$ cat config.mk
export PLATFORM = sky130hd
export DESIGN_NAME = pkt_rr_arbiter
export DESIGN_NICKNAME = d
export VERILOG_FILES = /design/src/rtl/pkt_arb_pkg.sv /design/src/rtl/rr_pick.sv /design/src/rtl/pkt_rr_arbiter.sv
export SDC_FILE = /design/constraint.sdc
export NUM_CORES = 1
export LEC_CHECK = 0
export ABC_AREA = 1
export CAP_MARGIN = 10
export CORE_ASPECT_RATIO = 0.5
export CORE_MARGIN = 1
export CORE_UTILIZATION = 30
export CTS_CLUSTER_DIAMETER = 120
export DETAILED_ROUTE_END_ITERATION = 16
export PLACE_DENSITY = 0.86
export SKIP_LAST_GASP = 1
export SLEW_MARGIN = 25
export SYNTH_ARGS = -nofsm -noshare
export SYNTH_HDL_FRONTEND = slang
export SYNTH_HIERARCHICAL = 1
export SYNTH_SLANG_ARGS = --single-unit
$ cat constraint.sdc
create_clock -name clk -period 4.5 [get_ports clk]
set_clock_uncertainty 0.2 [all_clocks]
set_input_delay 0.9 -clock clk [delete_from_list [all_inputs] [get_ports clk]]
set_output_delay 0.9 -clock clk [all_outputs]
set_load 0.05 [all_outputs]
$ cat src/rtl/pkt_arb_pkg.sv
// Shared types and constants for the packet round-robin arbiter.
package pkt_arb_pkg;

    typedef enum logic {
        IDLE = 1'b0,
        LOCK = 1'b1
    } arb_state_e;

    localparam int PKT_CNT_W = 16;

endpackage

$ cat src/rtl/rr_pick.sv
// Round-robin search: first set request at or after ptr, wrapping to index 0.
// Latency: purely combinational. Backpressure: none, pure function of inputs.
module rr_pick #(
    parameter int NB_REQ = 4,
    parameter int IDX_W  = $clog2(NB_REQ)
) (
    input  logic [NB_REQ-1:0] req,
    input  logic [IDX_W-1:0]  ptr,
    output logic              found,
    output logic [IDX_W-1:0]  idx
);

    logic             hi_found;
    logic [IDX_W-1:0] hi_idx;
    logic [IDX_W-1:0] lo_idx;

    // Descending scans so the lowest qualifying index is the last one written.
    always_comb begin
        hi_found = 1'b0;
        hi_idx   = '0;
        lo_idx   = '0;
        for (int i = NB_REQ - 1; i >= 0; i--) begin
            if (req[i]) begin
                lo_idx = IDX_W'(i);
                if (IDX_W'(i) >= ptr) begin
                    hi_found = 1'b1;
                    hi_idx   = IDX_W'(i);
                end
            end
        end
    end

    assign found = |req;
    assign idx   = hi_found ? hi_idx : lo_idx;

endmodule

$ cat src/rtl/pkt_rr_arbiter.sv
// Packet-level round-robin arbiter muxing NB_REQ requesters onto one master port; stats via PKT_ARB_STATS_EN.
// Latency: one cycle of arbitration, then the granted requester passes through combinationally.
// Backpressure: rtr_i is routed only to the granted requester; the grant holds until its eow transfer.
module pkt_rr_arbiter
    import pkt_arb_pkg::*;
#(
    parameter  int NB_REQ = 4,
    parameter  int DATA_W = 8,
    localparam int IDX_W  = $clog2(NB_REQ)
) (
    input  logic                        clk,
    input  logic                        rst,
    input  logic [NB_REQ-1:0]           iff_rts,
    input  logic [NB_REQ-1:0]           iff_sow,
    input  logic [NB_REQ-1:0]           iff_eow,
    input  logic [NB_REQ*DATA_W-1:0]    iff_data,
    output logic [NB_REQ-1:0]           off_rtr,
    output logic                        rts_o,
    output logic                        sow_o,
    output logic                        eow_o,
    output logic [DATA_W-1:0]           data_o,
    input  logic                        rtr_i,
    output logic [IDX_W-1:0]            grant_o,
    output logic                        busy_o,
    output logic [NB_REQ*PKT_CNT_W-1:0] pkt_cnt_o
);

    localparam logic [IDX_W-1:0] LAST_IDX = IDX_W'(NB_REQ - 1);

    arb_state_e       state_q, state_d;
    logic [IDX_W-1:0] grant_q, grant_d;
    logic [IDX_W-1:0] ptr_q, ptr_d;
    logic             pick_found;
    logic [IDX_W-1:0] pick_idx;
    logic             lock;
    logic             eow_xfer;

    rr_pick #(
        .NB_REQ (NB_REQ),
        .IDX_W  (IDX_W)
    ) u_pick (
        .req    (iff_rts & iff_sow),
        .ptr    (ptr_q),
        .found  (pick_found),
        .idx    (pick_idx)
    );

    assign lock     = (state_q == LOCK);
    assign eow_xfer = rts_o & rtr_i & eow_o;

    // Master side follows the granted requester; everything is quiet in IDLE.
    always_comb begin
        off_rtr = '0;
        rts_o   = 1'b0;
        sow_o   = 1'b0;
        eow_o   = 1'b0;
        data_o  = '0;
        if (lock) begin
            for (int i = 0; i < NB_REQ; i++) begin
                if (grant_q == IDX_W'(i)) begin
                    off_rtr[i] = rtr_i;
                    rts_o      = iff_rts[i];
                    sow_o      = iff_sow[i];
                    eow_o      = iff_eow[i];
                    data_o     = iff_data[i*DATA_W +: DATA_W];
                end
            end
        end
    end

    always_comb begin
        state_d = state_q;
        grant_d = grant_q;
        ptr_d   = ptr_q;
        case (state_q)
            IDLE: begin
                if (pick_found) begin
                    grant_d = pick_idx;
                    state_d = LOCK;
                end
            end
            LOCK: begin
                if (eow_xfer) begin
                    state_d = IDLE;
                    ptr_d   = (grant_q == LAST_IDX) ? '0 : grant_q + 1'b1;
                end
            end
            default: state_d = IDLE;
        endcase
    end

    always_ff @(posedge clk) begin
        if (rst) begin
            state_q <= IDLE;
            grant_q <= '0;
            ptr_q   <= '0;
        end else begin
            state_q <= state_d;
            grant_q <= grant_d;
            ptr_q   <= ptr_d;
        end
    end

    assign grant_o = grant_q;
    assign busy_o  = lock;

`ifdef PKT_ARB_STATS_EN
    logic [PKT_CNT_W-1:0] cnt_q [NB_REQ];
    logic [PKT_CNT_W-1:0] cnt_d [NB_REQ];

    // Counters wrap naturally at 16 bits.
    always_comb begin
        cnt_d = cnt_q;
        for (int i = 0; i < NB_REQ; i++) begin
            if (eow_xfer && grant_q == IDX_W'(i)) begin
                cnt_d[i] = cnt_q[i] + 1'b1;
            end
        end
    end

    always_ff @(posedge clk) begin
        if (rst) begin
            cnt_q <= '{default: '0};
        end else begin
            cnt_q <= cnt_d;
        end
    end

    always_comb begin
        pkt_cnt_o = '0;
        for (int i = 0; i < NB_REQ; i++) begin
            pkt_cnt_o[i*PKT_CNT_W +: PKT_CNT_W] = cnt_q[i];
        end
    end
`else
    assign pkt_cnt_o = '0;
`endif

endmodule

Word-level counts from Yosys, hierarchy flattened
Cells that the tools add are included.
{"block": "classes", "add_sub_neg": 1, "magnitude_cmp": 4, "n_eq_ne": 3, "n_mux": 50, "bitwise": 4, "n_reduce_logical": 4}
{"op": "$mux 8", "n": 5}
{"op": "$mux 1", "n": 29}
{"op": "$mux 2", "n": 14}
{"op": "$and 4x4->4", "n": 1}
{"op": "$eq 2x2->1 const B", "n": 2}
{"op": "$ge 1x2->1 const A", "n": 2}
{"op": "$ge 2x2->1 const A", "n": 2}
{"op": "$mux 4", "n": 1}
{"op": "$reduce_and 2->1", "n": 2}
{"op": "$reduce_or 4->1", "n": 1}
{"op": "$add 2x1->2 const B", "n": 1}
{"op": "$and 1x1->1", "n": 2}
{"op": "$eq 2x1->1 const B", "n": 1}
{"op": "$logic_not 2->1", "n": 1}
{"op": "$pmux 1 s2", "n": 1}
{"op": "$not 1->1", "n": 1}
{"block": "word_totals", "reg_bits": 5, "input_bits": 47, "output_inout_bits": 82}

Depth between registers and ports, before layout
{"block": "depth", "word_depth": 10, "ltp_mapped": 11}

Hierarchy
The synthesis kept the hierarchy.
{"module": "pkt_rr_arbiter", "n_inst": 1, "cells_each": 188, "area_each_um2": 1226.2, "seq_area_each_um2": 100.1}
{"module": "rr_pick", "n_inst": 1, "cells_each": 24, "area_each_um2": 101.3, "seq_area_each_um2": 0.0}

Least setup slack after synthesis
Ideal clock, no wire load.
{"block": "synth_timing", "path_kind": "register to output", "from": "register grant_q[0], in the netlist grant_o[0]", "to": "output port eow_o", "arrival_ns": 2.451, "t_required_ns": 3.400, "path_slack_ns": 0.949, "stages_incl_launch_ff": 6, "path_cell_list": "dfxtp_1 > inv_1 > ha_1 > inv_2 > nand3_2 > a21boi_0"}
{"block": "synth_via", "elab_chain_len": 6, "elab_cells_between_ends": 9, "cone_classes": "eq/ne (3); mux (5); reduce/logical (1)"}
{"item": "start, declared", "line_no": "pkt_rr_arbiter.sv:31", "rtl": "logic [IDX_W-1:0] grant_q, grant_d;"}
{"item": "start signal, assigned", "line_no": "pkt_rr_arbiter.sv:99", "rtl": "grant_q <= grant_d;"}
{"item": "$logic_not 2->1", "line_no": "pkt_rr_arbiter.sv:60", "rtl": "if (grant_q == IDX_W'(i)) begin"}
{"item": "$mux 1 (3 in a row)", "line_no": "pkt_rr_arbiter.sv:60"}
{"item": "$mux 1 *", "line_no": "pkt_rr_arbiter.sv:60"}
{"item": "$mux 1 *", "line_no": "pkt_rr_arbiter.sv:58", "rtl": "if (lock) begin"}
{"item": "end, declared", "line_no": "pkt_rr_arbiter.sv:20", "rtl": "output logic eow_o,"}
Mark *: on every way between the ends. The rest lies on a longest branch, timed or not.

Final worst setup path
{"block": "layout_timing", "from": "input port iff_rts[1]", "to": "output port rts_o"}
{"block": "layout_via", "elab_chain_len": 4}
{"item": "start, declared", "line_no": "pkt_rr_arbiter.sv:13", "rtl": "input logic [NB_REQ-1:0] iff_rts,"}
{"item": "$mux 1 (3 in a row)", "line_no": "pkt_rr_arbiter.sv:60"}
{"item": "$mux 1", "line_no": "pkt_rr_arbiter.sv:58"}
{"item": "end, declared", "line_no": "pkt_rr_arbiter.sv:18", "rtl": "output logic rts_o,"}
No other way between the ends.

==> impl_metrics.xml <==
<?xml version="1.0" encoding="UTF-8"?>
<metrics>
  <group name="grt">
    <metric name="grt_overflow" unit="">0</metric>
    <metric name="largest_net_degree_at_the_start_of_global_routing" unit="">20</metric>
    <metric name="first_global_vias" unit="">1149</metric>
    <metric name="global_route_wire_length_before_repair" unit="um">4490</metric>
    <metric name="gr-usage-all-layers" unit="%">12.2</metric>
    <metric name="antenna_found_initial" unit="">0</metric>
  </group>
  <group name="power_and_ir_drop">
    <metric name="total_power" unit="uW">517</metric>
    <metric name="power.leakage" unit="nW">0.895</metric>
    <metric name="power_per_cell_area" unit="nW/um2">286</metric>
    <metric name="largest_voltage_drop_on_the_vdd_net" unit="V">0.000102</metric>
  </group>
  <group name="die">
    <metric name="chipWidth" unit="um">96.1</metric>
    <metric name="placeableCoreArea" unit="um2">4060</metric>
    <metric name="die_area" unit="um2">4710</metric>
    <metric name="num_io_pins" unit="">129</metric>
    <metric name="die_y" unit="um">49.0</metric>
    <metric name="start_util" unit="%">32.7</metric>
    <metric name="std_cell_rows" unit="">16</metric>
  </group>
  <group name="cts">
    <metric name="clock-sinks" unit="">5</metric>
    <metric name="clock_tree_root_driver_cell" unit="">sky130_fd_sc_hd__clkbuf_8</metric>
    <metric name="cts.path.max_buffers" unit="">2</metric>
    <metric name="cts_tree" unit="">done</metric>
    <metric name="cts_htree_levels" unit="">1</metric>
    <metric name="clkSlewWorstSetupHoldPaths" unit="ns">0.03</metric>
    <metric name="hold_buffers" unit="">0</metric>
    <metric name="cts.repair_timing.setup_buffer_count" unit="">0</metric>
    <metric name="clock_latency" unit="ns">0.22</metric>
    <metric name="cts_buffer_count" unit="">3</metric>
    <metric name="postCtsResizedCells" unit="">0</metric>
  </group>
  <group name="drt">
    <metric name="number_of_drc_violations_after_detailed_routing_iteration_0" unit="">82</metric>
    <metric name="drcViolationCount" unit="">0</metric>
    <metric name="final_wirelength" unit="um">3300</metric>
    <metric name="num_vias" unit="">1358</metric>
    <metric name="post_drt_wl_per_cell" unit="um">10.0</metric>
    <metric name="detail-route-antenna-nets" unit="">0</metric>
    <metric name="detailedRoute.firstPassIterationCount" unit="">4</metric>
    <metric name="drt_via_density" unit="">4.13</metric>
  </group>
  <group name="synthesis">
    <metric name="synth_area_per_cell" unit="um2">6.26</metric>
    <metric name="syn_inst" unit="">212</metric>
    <metric name="yosysSeqAreaShare" unit="%">7.54</metric>
    <metric name="synth.yosys.warnings" unit="">6</metric>
    <metric name="yosysUniqueCellTypes" unit="">27</metric>
    <metric name="synth-edff-count" unit="">0</metric>
    <metric name="yosys-top-cells-area" unit="">sky130_fd_sc_hd__buf_4 37%, sky130_fd_sc_hd__nand2_1 11%, sky130_fd_sc_hd__dfxtp_1 7.5%</metric>
    <metric name="yosys.cell_count.top_type" unit="">sky130_fd_sc_hd__buf_4</metric>
    <metric name="mappedNetlistArea" unit="um2">1330</metric>
    <metric name="synth_top_flop_cell" unit="">sky130_fd_sc_hd__dfxtp_1</metric>
    <metric name="synth-async-reset-ratio" unit="%">0</metric>
    <metric name="post_synth_most_frequent_cells" unit="">65 x sky130_fd_sc_hd__buf_4, 39 x sky130_fd_sc_hd__nand2_1, 18 x sky130_fd_sc_hd__inv_1, 16 x sky130_fd_sc_hd__o21ai_0, 14 x sky130_fd_sc_hd__a21oi_1</metric>
    <metric name="yosys_register_bits" unit="">5</metric>
    <metric name="yosys.area.top_type_share" unit="%">36.8</metric>
    <metric name="synth_area_leader_cell" unit="">sky130_fd_sc_hd__buf_4</metric>
  </group>
  <group name="sta">
    <metric name="final_max_slew_viol_count" unit="">0</metric>
    <metric name="max_clock_freq" unit="MHz">270</metric>
    <metric name="finalWorstPathRequiredPeriod" unit="ns">3.71</metric>
    <metric name="layout_worst_path_cycle_share" unit="%">82.4</metric>
    <metric name="grt_setup_unrepaired" unit="">no</metric>
    <metric name="timing.final.ws_setup" unit="ns">0.791</metric>
    <metric name="tns" unit="ns">0</metric>
    <metric name="worstMarginPinSlew" unit="ns">0.625</metric>
    <metric name="final.hold.worst_slack" unit="ns">0.341</metric>
    <metric name="finalHoldViolCount" unit="">0</metric>
    <metric name="slew_headroom" unit="%">58.3</metric>
    <metric name="timing.final.setup_violations" unit="">0</metric>
  </group>
  <group name="setup_path">
    <metric name="critical_path_class" unit="">in -&gt; out</metric>
    <metric name="slowest_delay" unit="ns">0.80</metric>
    <metric name="slowest_stage" unit="">sky130_fd_sc_hd__clkdlybuf4s50_1</metric>
    <metric name="crit_path_start_kind" unit="">primary input</metric>
    <metric name="cp_cell_sequence" unit="">clkdlybuf4s50_1 &gt; inv_1 &gt; nand2_1 &gt; nand3_1 &gt; nand2_1 &gt; nand2_2 &gt; inv_1 &gt; clkdlybuf4s50_1</metric>
    <metric name="worstPathRequired" unit="ns">3.40</metric>
    <metric name="endpoint_kind" unit="">primary output</metric>
    <metric name="crit_arrival" unit="ns">2.61</metric>
    <metric name="critical_path_peak_fanout" unit="">5</metric>
  </group>
  <group name="placed_design">
    <metric name="dpl.hpwl" unit="um">2860</metric>
    <metric name="io_buffer_count" unit="">64</metric>
    <metric name="place.gp.congestion" unit="">0.786</metric>
    <metric name="placement.setup.worst_slack" unit="ns">0.788</metric>
  </group>
  <group name="final_layout">
    <metric name="area_delta_synth_final" unit="%">36.2</metric>
    <metric name="layout.nets" unit="">327</metric>
    <metric name="num_antenna_cells" unit="">0</metric>
    <metric name="fin_util" unit="%">44.5</metric>
    <metric name="drive_above_1_share" unit="%">6.55</metric>
  </group>
  <group name="min_path">
    <metric name="hp-class" unit="">reg -&gt; reg</metric>
  </group>
  <group name="status">
    <metric name="status" unit="">finished, final reports clean</metric>
  </group>
  <group name="flow_run">
    <metric name="maxCapViolations" unit="">0</metric>
  </group>
</metrics>
-- final cells by class --
type                       count  area [um2]
clock buffer                   4        45.0
inverter                      22        82.6
sequential                     5         100
multi-input combinational    180         872
timing repair buffer          64         641
fill                         428        2260
tap                           54        67.6
-- power breakdown --
| group | leakage, nW | switching (mW) | internal [mW] | total (mW) |
|---|---|---|---|---|
| sequential | 0.0411 | 0.00713 | 0.0485 | 0.0556 |
| clock | 0.0228 | 0.0203 | 0.0607 | 0.0810 |
| combinational | 0.831 | 0.274 | 0.106 | 0.380 |
| total | 0.895 | 0.301 | 0.215 | 0.517 |
-- logic make-up (layout without fill, tap and decap cells) --
kind of cell | count (synthesis) | count (layout) | share of synthesized area [%]
compound gates | 47 | 47 | 20.2
fa+ha+maj | 4 | 4 | 3.77
buf+inv | 90 | 90 | 44.6
flops | 5 | 5 | 7.54
other cells | 1 | 64 | 0.282
simple gates | 65 | 65 | 23.7
-- final timing paths --
kind | startpoint | end | slack [ns] | cells past startpoint
max | iff_rts[1] | rts_o | 0.79 | 8
min reg2reg | grant_o[1] | grant_o[1] | 0.34 | 2
min | grant_o[1] | grant_o[1] | 0.34 | 2
max reg2reg | grant_o[1] | ptr_q[1] | 2.52 | 11
-- routing by layer --
metal / routed length [um] / global-route usage, % / vias up
met1: 1150 / 11.3 / 601
met3: 338 / 2.65 / 8
met4: 47 / 4.23 / 0
li1: - / - / 680
met5: 0 / 0 / -
met2: 1770 / 25.5 / 69
-- cell usage in the layout (no fill, tap or decap) --
master	count
sky130_fd_sc_hd__nand2_2	4
sky130_fd_sc_hd__dfxtp_1	5
sky130_fd_sc_hd__nand4_1	1
sky130_fd_sc_hd__o21ai_1	6
sky130_fd_sc_hd__nand3_2	1
sky130_fd_sc_hd__nor2_8	1
sky130_fd_sc_hd__nand3_1	3
sky130_fd_sc_hd__inv_2	4
sky130_fd_sc_hd__nor2_2	1
sky130_fd_sc_hd__nor2_1	7
sky130_fd_sc_hd__nand2_1	39
sky130_fd_sc_hd__a22oi_1	7
sky130_fd_sc_hd__clkbuf_1	1
sky130_fd_sc_hd__nand2_4	1
sky130_fd_sc_hd__nor3_1	6
sky130_fd_sc_hd__clkdlybuf4s50_1	64
sky130_fd_sc_hd__clkbuf_8	3
sky130_fd_sc_hd__o21ai_0	16
sky130_fd_sc_hd__o21bai_1	1
sky130_fd_sc_hd__conb_1	64
sky130_fd_sc_hd__o21bai_2	1
sky130_fd_sc_hd__a21oi_2	1
sky130_fd_sc_hd__a21oi_1	14
sky130_fd_sc_hd__nand3_4	1
sky130_fd_sc_hd__ha_1	4
sky130_fd_sc_hd__a21boi_0	1
sky130_fd_sc_hd__inv_1	18
-- sequential cells by signal, summed over array words and instances (netlist names) --
name / flops
grant_o: 2
ptr_q: 2
busy_o: 1
-- worst max-delay path: cells and delay by family --
| kind | cells | cell delay (ns) |
|---|---|---|
| buffers and inverters | 4 | 1.41 |
| and+or+nand+nor | 4 | 0.30 |
-- stage by stage --
| step | instance area [um2] | instances |
|---|---|---|
| 2_1_floorplan | 1560 | 275 |
| 3_5_place_dp | 1760 | 325 |
| 6_report | 1810 | 329 |
| 3_3_place_gp | 1760 | 325 |
| 4_1_cts | 1810 | 329 |
| 5_1_grt | 1810 | 329 |
Power figures use the tool's default switching activity.
